===== src/rtl/led_mmio_ctrl.sv =====
// LED MMIO peripheral: static pattern, per-bit blink mask and blink prescaler driving led_o.
// Optional brightness PWM (BRIGHT at 0x10) is built in when LED_PWM_EN is defined.
module led_mmio_ctrl #(
  parameter int unsigned          ADDR_WIDTH = 5,
  parameter int unsigned          DATA_WIDTH = 32,
  parameter int unsigned          LED_WIDTH  = 8,
  parameter int unsigned          DIV_WIDTH  = 24,
  parameter logic [DIV_WIDTH-1:0] DIV_RESET  = DIV_WIDTH'(62_500)
) (
  input  logic                  clk,
  input  logic                  rst,
  input  logic [ADDR_WIDTH-1:0] bus_addr,
  input  logic [DATA_WIDTH-1:0] bus_wdata,
  input  logic                  bus_we,
  input  logic                  bus_re,
  output logic [DATA_WIDTH-1:0] bus_rdata,
  output logic                  bus_ready,
  output logic [LED_WIDTH-1:0]  led_o
);

  localparam int unsigned IDX_WIDTH  = ADDR_WIDTH - 2;
  localparam int unsigned TICK_WIDTH = 16;
  localparam int unsigned STAT_PAD   = 15;
  localparam int unsigned PWM_WIDTH  = 8;

  localparam logic [IDX_WIDTH-1:0] IDX_LED_OUT = IDX_WIDTH'(0);
  localparam logic [IDX_WIDTH-1:0] IDX_MASK    = IDX_WIDTH'(1);
  localparam logic [IDX_WIDTH-1:0] IDX_PERIOD  = IDX_WIDTH'(2);
  localparam logic [IDX_WIDTH-1:0] IDX_STATUS  = IDX_WIDTH'(3);
`ifdef LED_PWM_EN
  localparam logic [IDX_WIDTH-1:0] IDX_BRIGHT  = IDX_WIDTH'(4);
`endif

  logic [LED_WIDTH-1:0]  r_led_out;
  logic [LED_WIDTH-1:0]  r_blink_mask;
  logic [DIV_WIDTH-1:0]  r_period;
  logic [DIV_WIDTH-1:0]  r_presc;
  logic                  r_phase;
  logic [TICK_WIDTH-1:0] r_tick_cnt;
  logic [DATA_WIDTH-1:0] r_rdata;
  logic                  r_ready;
  logic [LED_WIDTH-1:0]  r_led_o;

  logic [IDX_WIDTH-1:0]  w_idx;
  logic                  w_rd;
  logic                  w_wr_led;
  logic                  w_wr_mask;
  logic                  w_wr_period;
  logic [DATA_WIDTH-1:0] w_rd_val;
  logic                  w_pwm_on;
  logic                  w_unused;

  // Word index; byte-lane bits are ignored. A simultaneous write wins over the read.
  assign w_idx       = bus_addr[ADDR_WIDTH-1:2];
  assign w_rd        = bus_re & ~bus_we;
  assign w_wr_led    = bus_we && (w_idx == IDX_LED_OUT);
  assign w_wr_mask   = bus_we && (w_idx == IDX_MASK);
  assign w_wr_period = bus_we && (w_idx == IDX_PERIOD);
  assign w_unused    = ^{bus_addr[1:0], bus_wdata[DATA_WIDTH-1:DIV_WIDTH]};

`ifdef LED_PWM_EN
  logic [PWM_WIDTH-1:0] r_bright;
  logic [PWM_WIDTH-1:0] r_pwm_cnt;
  logic                 w_wr_bright;

  assign w_wr_bright = bus_we && (w_idx == IDX_BRIGHT);

  always_ff @(posedge clk or posedge rst) begin
    if (rst) begin
      r_bright  <= '1;
      r_pwm_cnt <= '0;
    end else begin
      if (w_wr_bright) r_bright <= bus_wdata[PWM_WIDTH-1:0];
      r_pwm_cnt <= r_pwm_cnt + PWM_WIDTH'(1);
    end
  end

  // Full scale is always on so BRIGHT=0xFF means no dimming at all.
  assign w_pwm_on = (r_pwm_cnt < r_bright) || (r_bright == '1);
`else
  assign w_pwm_on = 1'b1;
`endif

  // Read mux over current register contents; unmapped offsets read zero.
  always_comb begin
    w_rd_val = '0;
    case (w_idx)
      IDX_LED_OUT: w_rd_val = DATA_WIDTH'(r_led_out);
      IDX_MASK:    w_rd_val = DATA_WIDTH'(r_blink_mask);
      IDX_PERIOD:  w_rd_val = DATA_WIDTH'(r_period);
      IDX_STATUS:  w_rd_val = DATA_WIDTH'({r_tick_cnt, STAT_PAD'(0), r_phase});
`ifdef LED_PWM_EN
      IDX_BRIGHT:  w_rd_val = DATA_WIDTH'(r_bright);
`endif
      default:     w_rd_val = '0;
    endcase
  end

  always_ff @(posedge clk or posedge rst) begin
    if (rst) begin
      r_ready <= 1'b0;
      r_rdata <= '0;
    end else begin
      r_ready <= bus_we | bus_re;
      r_rdata <= w_rd ? w_rd_val : '0;
    end
  end

  always_ff @(posedge clk or posedge rst) begin
    if (rst) begin
      r_led_out    <= '0;
      r_blink_mask <= '0;
    end else begin
      if (w_wr_led)  r_led_out    <= bus_wdata[LED_WIDTH-1:0];
      if (w_wr_mask) r_blink_mask <= bus_wdata[LED_WIDTH-1:0];
    end
  end

  // Blink prescaler: a period write restarts the half-period in the lit phase;
  // period 0 parks the blinker lit with the tick counter frozen.
  always_ff @(posedge clk or posedge rst) begin
    if (rst) begin
      r_period   <= DIV_RESET;
      r_presc    <= DIV_RESET;
      r_phase    <= 1'b1;
      r_tick_cnt <= '0;
    end else if (w_wr_period) begin
      r_period <= bus_wdata[DIV_WIDTH-1:0];
      r_presc  <= bus_wdata[DIV_WIDTH-1:0];
      r_phase  <= 1'b1;
    end else if (r_period == '0) begin
      r_presc <= '0;
      r_phase <= 1'b1;
    end else if (r_presc == '0) begin
      r_presc    <= r_period;
      r_phase    <= ~r_phase;
      r_tick_cnt <= r_tick_cnt + TICK_WIDTH'(1);
    end else begin
      r_presc <= r_presc - DIV_WIDTH'(1);
    end
  end

  always_ff @(posedge clk or posedge rst) begin
    if (rst) r_led_o <= '0;
    else     r_led_o <= r_led_out & ~(r_blink_mask & {LED_WIDTH{~r_phase}})
                        & {LED_WIDTH{w_pwm_on}};
  end

  assign bus_rdata = r_rdata;
  assign bus_ready = r_ready;
  assign led_o     = r_led_o;

endmodule


===== config.mk =====
export PLATFORM = sky130hd
export DESIGN_NAME = led_mmio_ctrl
export DESIGN_NICKNAME = d
export VERILOG_FILES = /design/src/rtl/led_mmio_ctrl.sv
export SDC_FILE = /design/constraint.sdc
export NUM_CORES = 1
export LEC_CHECK = 0
export ABC_AREA = 0
export BUFFER_PORTS_ARGS = -buffer_cell sky130_fd_sc_hd__buf_2
export CORE_MARGIN = 1
export CORE_UTILIZATION = 45
export DETAILED_ROUTE_END_ITERATION = 6
export PLACE_DENSITY_LB_ADDON = 0.1
export SLEW_MARGIN = 40
export SYNTH_ARGS = -nofsm -noshare
export SYNTH_HDL_FRONTEND = slang
export SYNTH_SLANG_ARGS = --single-unit
export TNS_END_PERCENT = 50

===== constraint.sdc =====
create_clock -name clk -period 4.79 [get_ports clk]
set_input_delay 0.479 -clock clk [delete_from_list [all_inputs] [get_ports clk]]
set_output_delay 0.479 -clock clk [all_outputs]
set_load 0.01 [all_outputs]

Word-level counts from Yosys, hierarchy flattened. Cells that the tools add are included.

Register bits after elaboration: 122. Output and inout port bits: 41. Word-level logic and storage cells: 39.

Add/subtract/negate cells: 2. Eq/ne operators: 3. Muxes and demuxes: 8. Bitwise operators: 9. Reductions and logical operators: 8.

Operators by type and width (number): $pmux 32 s4 (1); $mux 24 (3); $logic_not 24->1 (2); $mux 32 (1); $sub 24x1->24 const B (1); $add 16x1->16 const B (1); $and 8x8->8 (2); $not 8->8 (1); $eq 3x2->1 const B (2); $not 1->1 (4); $eq 3x1->1 const B (1); $logic_and 1x1->1 (3); $logic_not 3->1 (1); $mux 1 (3); $reduce_and 3->1 (1); $reduce_bool 3->1 (1); $and 1x1->1 (1); $or 1x1->1 (1).

Logic depth before layout (Yosys ltp).
Depth after elaboration: 4. Depth in mapped cells: 9. Depth with buffers taken out: 7.

Least setup slack after synthesis. Ideal clock, no wire load.

Path type: reg2reg. Start: reg r_presc[10]. End: reg r_tick_cnt[13]. Arrival: 2500 ps. Path slack: 2211 ps. Cell stages (with the launch flop): 9. Path buffers: 3. Clock period less this slack: 2579 ps. Path through: dfstp_2 or4_1 clkbuf_2 or4_4 or2_1 buf_2 buf_6 nor4_1 xor2_1.

Longest elaborated chain between the ends: 2.

RTL lines: start, declared (RTL line 37) `logic [DIV_WIDTH-1:0] r_presc;`; start signal, assigned (RTL line 129) `r_presc <= bus_wdata[DIV_WIDTH-1:0];`; start signal, assigned (RTL line 135) `r_presc <= r_period;`; start signal, assigned (RTL line 139) `r_presc <= r_presc - DIV_WIDTH'(1);`; $logic_not 24->1 (RTL line 134) `end else if (r_presc == '0) begin`; $reduce_and 3->1 (no source line); end signal, assigned (RTL line 137) `r_tick_cnt <= r_tick_cnt + TICK_WIDTH'(1);`; end, declared (RTL line 39) `logic [TICK_WIDTH-1:0] r_tick_cnt;`.

No other way between the ends. A chain may end at the register's enable or synchronous reset.

Worst setup path in the final report.
Start: reg r_presc[9]. End: reg r_tick_cnt[1].

Same word-level chain as after synthesis.

==> summary.md <==
| Metric | Value |
|---|---|
| Status | `finished, violations left` |
| Failing checks | `design-rule violations` |
| Fmax | `about 340 MHz` |
| Worst slew margin | `46.3%` |
| Final slew viol count | `0` |
| CTS Hold Bufs | `0` |
| CP Launch Type | `flop` |
| Final Hold Viols | `0` |
| Vias in the first global route | `4098` |
| Min Tclk post-route | `2950 ps` |
| Num Clock Sinks | `between 100 and 150` |
| VDD IR-drop max | `238 uV` |
| Fin util | `55.6%` |
| Post-Syn Area per Cell | `10.5 um^2` |
| Crit Path Max Fanout | `42` |
| Worst Tran Pin Value | `804 ps` |
| Share of layout cells above drive strength 1 | `23.7%` |
| Worst hold-check path type | `primary input to async pin` |
| Leading cell type in the layout, fill and taps excluded | `dfrtp_1` |
| Share of flip-flops with an asynchronous set or reset | `100%` |
| Vias | `about 4000` |
| Yosys cell types | `49` |
| Die area | `0.0124 mm^2` |
| Grt total ovfl | `0` |
| Ys Warns | `0` |
| Clk_lat worst skew | `between 400 and 500 ps` |
| Final GP Congestion | `0.781` |
| Critical-path cell list | `or4_1 > or4_4 > or2_1 > buf_4 > nor2_1 > mux2_2` |
| Drt wl/cell | `16.3 um` |
| Die X-Extent | `112 um` |
| FF-to-FF Start | `r_presc[9]` |
| Crit-path leading delay family | `simple AND/OR/NAND/NOR gates` |
| Path depth of the worst reg2reg path | `6` |
| Post-CTS sizing | `0` |
| Cell Area, Synth | `0.00540 mm^2` |
| Register area share after synthesis | `between 50 and 60%` |
| Filler cells | `1010` |
| Drc violations | `3` |
| Initial Util | `46.7%` |
| # placed instances | `about 710` |
| Crit Path Class | `flop to flop` |
| Syn nets | `558` |
| Floorplan core area | `between 0.01 and 0.015 mm^2` |
| CP max-delay cell | `or4_4` |
| Setup-failing EPs final | `0` |
| Total GRT Usage | `21.0%` |
| Initial antenna violation count | `0` |
| Ports | `82` |
| CP required | `5090 ps` |
| Root buf cell | `clkbuf_16` |
| Cells after Synth | `514` |
| Vias/cell | `5.40` |
| Largest net degree at the start of global routing | `79` |
| ANT nets after route | `0` |
| Worst setup EP type | `flop` |
| Fin nets | `625` |
| HPWL after DPL | `7850 um` |
| Pleak | `0.00318 uW` |
| TritonCTS Buffers | `17` |
| Unrepaired setup endpoints after global routing | `no` |
| EDFF count, synth | `0` |
| CP bufs+invs | `1` |
| Main flop type after synthesis | `dfrtp_1` |
| Die H | `112 um` |
| Worst R2R Setup Slack | `1840 ps` |
| H-Tree Depth | `4` |
| Final setup TNS | `0 ps` |
| Row cnt | `39` |
| Total setup buffers inserted after CTS | `0` |
| CTS Buffer Depth | `2` |
| Antenna diodes | `0` |
| Max-cap violations | `0` |
| Slowest Stage Delay on Critical Path | `roughly 660 ps` |
| Clock transition at path regs | `50 ps` |
| Highest-count cells in the layout ignoring fill and taps | `dfrtp_1 (107), nand2_1 (79), buf_2 (71)` |
| Clock skew | `12.7 ps` |
| Area delta synth->final | `19.1%` |
| Fin cells | `737` |
| 1st-iter DRT viols | `198` |
| Initial DRT Pass Iterations | `7` |
| Synth Register Bits | `122` |
| FF-to-FF End | `r_tick_cnt[1]` |
| Routed WL | `~12000 um` |
| P per Cell Area | `479 mW/mm^2` |
| IO buf count | `71` |
| First-pass GRT wire length | `~20000 um` |
| CTS tree | `done` |
| Final Cycle Share | `61.5%` |
| Critical Path AT | `3250 ps` |
==> state kept, by name, indices dropped and copies added (netlist names) <==
register	cells
bus_ready	1
r_blink_mask	8
r_presc	24
r_tick_cnt	16
bus_rdata	32
r_led_out	8
led_o	8
r_period	24
r_phase	1
==> layer usage <==
metal	vias to the layer above	wire, um	global-route usage, %
met2	63	5800	33.3
met1	1964	5610	28.0
met4	0	200	8.83
met3	16	374	4.68
met5	-	0	0
li1	1935	-	-
==> through the flow <==
stage / worst slack (ps) / hold WS (ps) / total power (uW) / area (um^2)
final: 1840 / 181 / 3080 / 6430
after detailed placement: 1870 / 451 / 1890 / 5870
after global routing: 1690 / 267 / 3240 / 6430
after CTS: 1830 / 223 / 3110 / 6430
after floorplan: 1090 / 434 / 1730 / 5400
after global placement: 1790 / 450 / 1860 / 5870
==> synthesized netlist by cell type (7+ instances only) <==
master,number,area share [%]
a21boi_0,8,1.1
a21oi_1,7,0.65
and2_1,9,1.0
and3_1,14,1.6
clkbuf_1,20,1.4
dfrtp_1,107,50
dfstp_2,15,7.3
mux2_2,17,3.5
mux2i_1,18,3.3
nand2_1,80,5.6
nand4_1,7,0.81
nor2_1,36,2.5
nor3_1,24,2.2
nor4_1,16,1.9
o21ai_0,43,4.0
xor2_1,18,2.9
==> report_power, final <==
group / leakage (uW) / internal [uW] / switching, uW
Sequential: 0.00155 / 1230 / 158
Clock: 0.000271 / 791 / 425
Combinational: 0.00136 / 227 / 250
==> kinds of logic (layout without fill, tap and decap cells) <==
group	Yosys count	count (layout)	share of synthesized area (%)
DFF	122	122	56.9
and+or+nand+nor	219	219	19.9
adders and majority gates	3	3	0.695
AOI/OAI and AO/OA	78	78	8.81
xor gates and xnor gates	24	24	3.89
buffers and inverters	32	112	2.46
muxes	36	36	7.30
==> how the worst max path moves through the flow <==
stage,from,end,cells after the start
finish,r_presc[9],r_tick_cnt[1],6
detailed placement,r_presc[9],r_tick_cnt[1],6
global placement,bus_addr[2],r_tick_cnt[6],6
floorplan,rst,bus_rdata[0],1
CTS,r_presc[9],r_tick_cnt[1],6
global route,r_presc[9],r_tick_cnt[1],6
==> cell type report <==
class	count	area [um^2]	area share [%]
multi-input cells	360	2210	34.4
clock buffers	28	487	7.57
flip-flops and latches	122	3070	47.8
inverters	4	20.0	0.311
repair buffers	76	393	6.11
well taps	143	179	2.78
clock inverters	4	70.1	1.09
Note: power is estimated with default switching activity, not from simulation.
